==> src/rtl/maxicore32_core.sv <==
// maxicore32_core: multi-cycle 32-bit load/store CPU core.
// Define MAXICORE32_MULTIPLY_EN to enable the MUL (0F) and MULI (17) opcodes.
module maxicore32_core #(
    parameter logic [31:0] RESET_PC = 32'h0000_0000
) (
    input  logic        clock,
    input  logic        reset,
    output logic [29:0] address,
    input  logic [31:0] data_in,
    output logic [31:0] data_out,
    output logic [3:0]  data_strobes,
    output logic        read,
    output logic        write,
    output logic        bus_error,
    output logic        halted
);

    typedef enum logic [1:0] {
        FETCH   = 2'd0,
        DECODE  = 2'd1,
        EXECUTE = 2'd2,
        LOADWB  = 2'd3
    } state_t;

    state_t      state_q, state_d;
    logic [31:0] program_counter;
    logic [31:0] register_file [16];
    logic [31:0] ir_q;
    logic        z_q, n_q, c_q;
    logic        halted_q, bus_error_q;
    logic [1:0]  lane_q;

    logic [5:0]  op;
    logic [3:0]  rd, ra, rb;
    logic [31:0] simm, a_val, b_val, rd_val, ea;
    logic        is_alu, is_load, is_store, is_branch;
    logic        is_loadi, is_loadup, legal, do_halt;
    logic        misalign, load_go, store_go, taken, frozen;
    logic [31:0] alu_b, alu_r, st_data, ld_val;
    logic        alu_c;
    logic [3:0]  st_strb;

    assign op     = ir_q[31:26];
    assign rd     = ir_q[25:22];
    assign ra     = ir_q[21:18];
    assign rb     = ir_q[17:14];
    assign simm   = {{16{ir_q[15]}}, ir_q[15:0]};
    assign a_val  = register_file[ra];
    assign b_val  = register_file[rb];
    assign rd_val = register_file[rd];
    assign ea     = a_val + simm;
    assign frozen = halted_q | bus_error_q;

    assign halted    = halted_q;
    assign bus_error = bus_error_q;

`ifdef MAXICORE32_MULTIPLY_EN
    assign is_alu = (op[5:3] == 3'b001) || (op[5:3] == 3'b010);
`else
    assign is_alu = ((op[5:3] == 3'b001) || (op[5:3] == 3'b010))
                  && (op[2:0] != 3'd7);
`endif
    assign is_loadi  = (op == 6'h02);
    assign is_loadup = (op == 6'h03);
    assign is_load   = (op == 6'h20) || (op == 6'h21) || (op == 6'h22);
    assign is_store  = (op == 6'h24) || (op == 6'h25) || (op == 6'h26);
    assign is_branch = (op[5:3] == 3'b110) && (op[2:0] <= 3'd4);

    // HALT (01) is deliberately absent so it falls into do_halt with illegals
    assign legal = (op == 6'h00) || is_loadi || is_loadup || is_alu
                || is_load || is_store || is_branch;
    assign do_halt = ~legal;

    assign misalign = (is_load || is_store)
                   && (((op[1:0] == 2'd0) && (ea[1:0] != 2'b00))
                    || ((op[1:0] == 2'd1) && ea[0]));
    assign load_go  = is_load & ~misalign;
    assign store_go = is_store & ~misalign;

    always_comb begin
        alu_b = op[4] ? simm : b_val;
        alu_c = 1'b0;
        alu_r = '0;
        unique case (op[2:0])
            3'd0: {alu_c, alu_r} = {1'b0, a_val} + {1'b0, alu_b};
            3'd1: begin
                alu_r = a_val - alu_b;
                alu_c = (a_val < alu_b);
            end
            3'd2: alu_r = a_val & alu_b;
            3'd3: alu_r = a_val | alu_b;
            3'd4: alu_r = a_val ^ alu_b;
            3'd5: alu_r = a_val << alu_b[4:0];
            3'd6: alu_r = a_val >> alu_b[4:0];
`ifdef MAXICORE32_MULTIPLY_EN
            3'd7: alu_r = a_val * alu_b;
`else
            3'd7: alu_r = '0;
`endif
        endcase
    end

    always_comb begin
        unique case (op[2:0])
            3'd0:    taken = 1'b1;
            3'd1:    taken = z_q;
            3'd2:    taken = ~z_q;
            3'd3:    taken = n_q;
            3'd4:    taken = c_q;
            default: taken = 1'b0;
        endcase
    end

    always_comb begin
        st_data = rd_val;
        st_strb = 4'b1111;
        if (op[1:0] == 2'd1) begin
            st_data = {2{rd_val[15:0]}};
            st_strb = ea[1] ? 4'b0011 : 4'b1100;
        end else if (op[1:0] == 2'd2) begin
            st_data = {4{rd_val[7:0]}};
            st_strb = 4'b1000 >> ea[1:0];
        end
    end

    // Big-endian lanes: offset 0 lives in bits 31:24
    always_comb begin
        unique case (op[1:0])
            2'd1:    ld_val = (data_in >> {~lane_q[1], 4'b0000}) & 32'h0000_FFFF;
            2'd2:    ld_val = (data_in >> {~lane_q, 3'b000}) & 32'h0000_00FF;
            default: ld_val = data_in;
        endcase
    end

    always_ff @(posedge clock) begin
        if (!reset) state_q <= FETCH;
        else        state_q <= state_d;
    end

    always_comb begin
        state_d = state_q;
        if (!frozen) begin
            case (state_q)
                FETCH:   state_d = DECODE;
                DECODE:  state_d = EXECUTE;
                EXECUTE: state_d = load_go ? LOADWB : FETCH;
                default: state_d = FETCH;
            endcase
        end
    end

    always_comb begin
        read         = 1'b0;
        write        = 1'b0;
        address      = program_counter[31:2];
        data_strobes = 4'b0000;
        data_out     = '0;
        if (reset && !frozen) begin
            case (state_q)
                FETCH: begin
                    read         = 1'b1;
                    data_strobes = 4'b1111;
                end
                EXECUTE: begin
                    if (load_go) begin
                        read         = 1'b1;
                        address      = ea[31:2];
                        data_strobes = 4'b1111;
                    end
                    if (store_go) begin
                        write        = 1'b1;
                        address      = ea[31:2];
                        data_strobes = st_strb;
                        data_out     = st_data;
                    end
                end
                default: ;
            endcase
        end
    end

    always_ff @(posedge clock) begin
        if (!reset) begin
            program_counter <= RESET_PC;
            for (int i = 0; i < 16; i++) register_file[i] <= '0;
            ir_q        <= '0;
            z_q         <= 1'b0;
            n_q         <= 1'b0;
            c_q         <= 1'b0;
            halted_q    <= 1'b0;
            bus_error_q <= 1'b0;
            lane_q      <= '0;
        end else if (!frozen) begin
            case (state_q)
                DECODE: begin
                    ir_q            <= data_in;
                    program_counter <= program_counter + 32'd4;
                end
                EXECUTE: begin
                    unique case (1'b1)
                        do_halt:   halted_q <= 1'b1;
                        misalign:  bus_error_q <= 1'b1;
                        is_loadi:  register_file[rd] <= simm;
                        is_loadup: register_file[rd] <= {ir_q[15:0], rd_val[15:0]};
                        is_alu: begin
                            register_file[rd] <= alu_r;
                            z_q <= (alu_r == 32'd0);
                            n_q <= alu_r[31];
                            c_q <= alu_c;
                        end
                        load_go:   lane_q <= ea[1:0];
                        is_branch: begin
                            if (taken)
                                program_counter <= program_counter
                                                 + {simm[29:0], 2'b00};
                        end
                        default: ;
                    endcase
                end
                LOADWB: register_file[rd] <= ld_val;
                default: ;
            endcase
        end
    end

endmodule

==> config.mk <==
export PLATFORM = sky130hd
export DESIGN_NAME = maxicore32_core
export DESIGN_NICKNAME = d
export VERILOG_FILES = /design/src/rtl/maxicore32_core.sv
export SDC_FILE = /design/constraint.sdc
export NUM_CORES = 2
export LEC_CHECK = 0
export CORE_UTILIZATION = 46
export DETAILED_ROUTE_END_ITERATION = 8
export MAX_ROUTING_LAYER = met4
export PLACE_DENSITY = 0.67
export SLEW_MARGIN = 20
export SYNTH_ARGS = -nofsm -noshare
export SYNTH_HDL_FRONTEND = slang
export SYNTH_SLANG_ARGS = --single-unit
==> constraint.sdc <==
create_clock -name clock -period 7.81 [get_ports clock]
set_clock_uncertainty 0.1 [all_clocks]
set_input_delay 2.343 -clock clock [delete_from_list [all_inputs] [get_ports clock]]
set_output_delay 2.343 -clock clock [all_outputs]
set_load 0.05 [all_outputs]
==> impl_metrics.tcl <==
set metrics [dict create \
    status "finished, violations left" \
    violations "setup timing" \
    fin_area_um2 52400 \
    min_period_ns 7.92 \
    power.density_nw_per_um2 283 \
    final_util_pct 53.8 \
    hold_slack_ns 0.355 \
    port_buffers 103 \
    wirelength_um 197000 \
    coreArea_um2 97300 \
    synthFlopType "edfxtp_1" \
    cp_data_arrival_time_ns 5.48 \
    cp.required_ns 5.37 \
    synth_compound_area_share_pct 13.0 \
    die-area_um2 100000 \
    rsz0062_at_grt "yes" \
    setup_ws_ns -0.108 \
    synthesis.area_per_instance_um2 10.6 \
    place_ws_ns -0.170 \
    syn-cell-area_um2 45400 \
    grt_pass1_wl_um 278000 \
    critical_path.max_fanout 6 \
    hpwl_um 134000 \
    synthDistinctLibCells 90 \
    clock_sinks 595 \
    synth_seq_cells 595 \
    seq_area_frac_synth_pct 37.5 \
    synthArstFlopShare_pct 0 \
    htree_levels 3 \
    criticalPathCategory "reg2out" \
    grt_antenna_before_repair 8 \
    start_kind "flop" \
    fp-row-count 114 \
    final_common_cell "nor2_1" \
    synth-xor-area-share_pct 1.25 \
    viasPerCell 7.16 \
    synthMuxAreaShare_pct 25.0 \
    max_freq_mhz 126 \
    p_total_mw 14.8 \
    slew_violations 0 \
    tightest_slew_ns 1.22 \
    hold_path.class "reg2reg" \
    synth_area_leaders "edfxtp_1 34%, mux4_2 22%, nor2_1 5.9%, ha_1 4.7%, dfxtp_1 3.7%" \
    layout-drive-gt1-share_pct 23.7 \
    rr_worst_depth 21 \
    cap_violations 0 \
    clock_latency_ns 0.66 \
    clkTransAtPathRegs_ns 0.06 \
    firstDrtPassIters 7 \
    antenna_left 0 \
    reg2reg_slack_ns 0.42 \
    cts_tree "done" \
    initial_utilization_pct 46.7 \
    drc_errors 0 \
    synth_nets 4496 \
    syn_inst 4288 \
    r2r-end "register_file[13][26]" \
    end_kind "output pin" \
    io_pins 104 \
    grt_pass1_vias 39100 \
    die_x_um 316 \
    cts_root_buf "clkbuf_16" \
    cp-endpoint "address[24]" \
    vias 41000 \
    hold_buffers 0 \
    post_dp_cell_area_um2 49500 \
    place_congestion 1.06 \
    synth_top_family_by_area "multiplexers" \
    layout_common_cells "706 x nor2_1, 512 x edfxtp_1, 447 x mux4_2" \
    grt.total_usage_pct 40.4 \
    yosysTopAreaCellShare_pct 33.8 \
    synth-adder-area-share_pct 4.86 \
    grt_max_degree 70 \
    slew-limit-headroom_pct 18.4 \
    synth-simple-area-share_pct 13.9 \
    post_drt_wl_per_cell_um 34.5 \
    nFillCells 8334 \
    p_leak_nw 18.2 \
    die_h_um 316 \
    syn_to_final_growth_pct 15.3 \
    drt-initial-drc-count 6901 \
    peakVddDrop_uv 210 \
    synth_top_area_cell "edfxtp_1" \
    cts_buffer_depth 3 \
    finalSetupViolations 6 \
    grt-ovfl-total 0 \
    hold_viol_final 0 \
    cts_buffers 68 \
    nets 4586 \
    finalCritPeriodShare_pct 101 \
    synth_edf_count 512 \
    ys_warn_count 0 \
]
==> worst min path at each step <==
stage / start / end / cells after the start
floorplan: c_q / c_q / 2
global placement: n_q / n_q / 2
detailed placement: n_q / n_q / 2
CTS: n_q / n_q / 2
global route: n_q / n_q / 2
finish: z_q / z_q / 2
==> registers in the layout, indices dropped and copies added, names as in the netlist, named ones only <==
signal           flops
c_q                  1
halted               1
program_counter     30
bus_error            1
n_q                  1
ir_q                32
register_file      512
z_q                  1
lane_q               2
state_q              2
==> area by class of cell <==
| type | instances | area (um2) | area share [%] |
|---|---|---|---|
| Clock buffer | 89 | 1820 | 3.47 |
| Clock inverter | 33 | 387 | 0.738 |
| Multi-Input combinational cell | 3203 | 27000 | 51.5 |
| Sequential cell | 595 | 17100 | 32.6 |
| Tap cell | 1276 | 1600 | 3.05 |
| Antenna cell | 14 | 35.0 | 0.0669 |
| Inverter | 137 | 514 | 0.982 |
| Timing Repair Buffer | 373 | 3990 | 7.62 |
==> repair_timing <==
| action | CTS | global route |
|---|---|---|
| setup buffers | 19 | 3 |
| resized for setup | 49 | 23 |
| pin swaps | 25 | 7 |
| endpoints found under the setup margin | 19 | 18 |
| gates cloned | 3 | 0 |
==> worst max-delay path, stage by stage, from the launching register on <==
cell and delay (ns):
dfxtp_4 0.37, buf_12 0.14, buf_12 0.12, mux4_2 0.48, mux4_2 0.58, buf_8 0.16, fa_2 0.36, a21o_1 0.17
a21o_1 0.20, a21o_1 0.19, a21oi_2 0.18, o21ai_2 0.08, nor3b_1 0.14, o2111ai_1 0.23, buf_4 0.21, a31oi_4 0.11
o31ai_4 0.26, buf_4 0.16, buf_4 0.10, o21bai_1 0.07, a211oi_2 0.24, o31ai_2 0.11, buf_12 0.15
==> cells by family after synthesis <==
kind of cell,Yosys count
XOR/XNOR,65
adder cells (fa/ha/maj),174
multiplexers,574
buffers and inverters,490
flip-flops,595
AND/OR/NAND/NOR,1469
AO/OA/AOI/OAI,921
==> report_power, final <==
part	switching, mW	internal (mW)
Clock	1.41	1.84
Combinational	5.03	2.74
Sequential	0.224	3.59
Total	6.66	8.16
==> per-layer routing <==
metal | GRT usage (%) | vias to the layer above | part of all wire (%) | wire, um
li1 | - | 16600 | - | -
met1 | 49.5 | 20000 | 34 | 67700
met2 | 59.8 | 3600 | 44 | 87700
met3 | 10.9 | 827 | 14 | 27600
met4 | 24.3 | 0 | 7.3 | 14400
met5 | - | - | 0 | 0
==> synth_stat cells, types with 9 or more instances <==
cell       number
nand2_1       363
buf_2          51
a31oi_1        38
mux2i_1        99
a221o_1        14
clkbuf_1      236
nor2_1        713
a221oi_1       25
o211ai_1       33
o22ai_1        36
o21a_1         31
buf_1          52
and2_1         24
nor3_1         57
o21ai_0       158
a2111oi_0      12
a21oi_1       291
o21ai_1        19
xnor2_1        45
nor4_1          9
o2111ai_1       9
a22oi_1        27
dfxtp_1        83
nor2b_1        49
nand3_1       114
ha_1          170
mux2_2         28
xor2_1         20
o21bai_1       22
and3_1         21
o31ai_1        34
nand2b_1       26
mux4_2        447
nand4_1        39
o221ai_1       15
a211oi_1       36
or3_1          18
edfxtp_1      512
inv_1         131
a21o_1         43
==> through the flow <==
| step | std cells | TNS (ns) |
|---|---|---|
| finish | 5720 | -0.473 |
| global route | 5715 | -1.17 |
| CTS | 5704 | -0.0899 |
| detailed placement | 5560 | -0.418 |
| global placement | 5560 | -1.02 |
| floorplan | 4288 | -0.298 |
No activity file was read; power rests on OpenSTA's default activity.
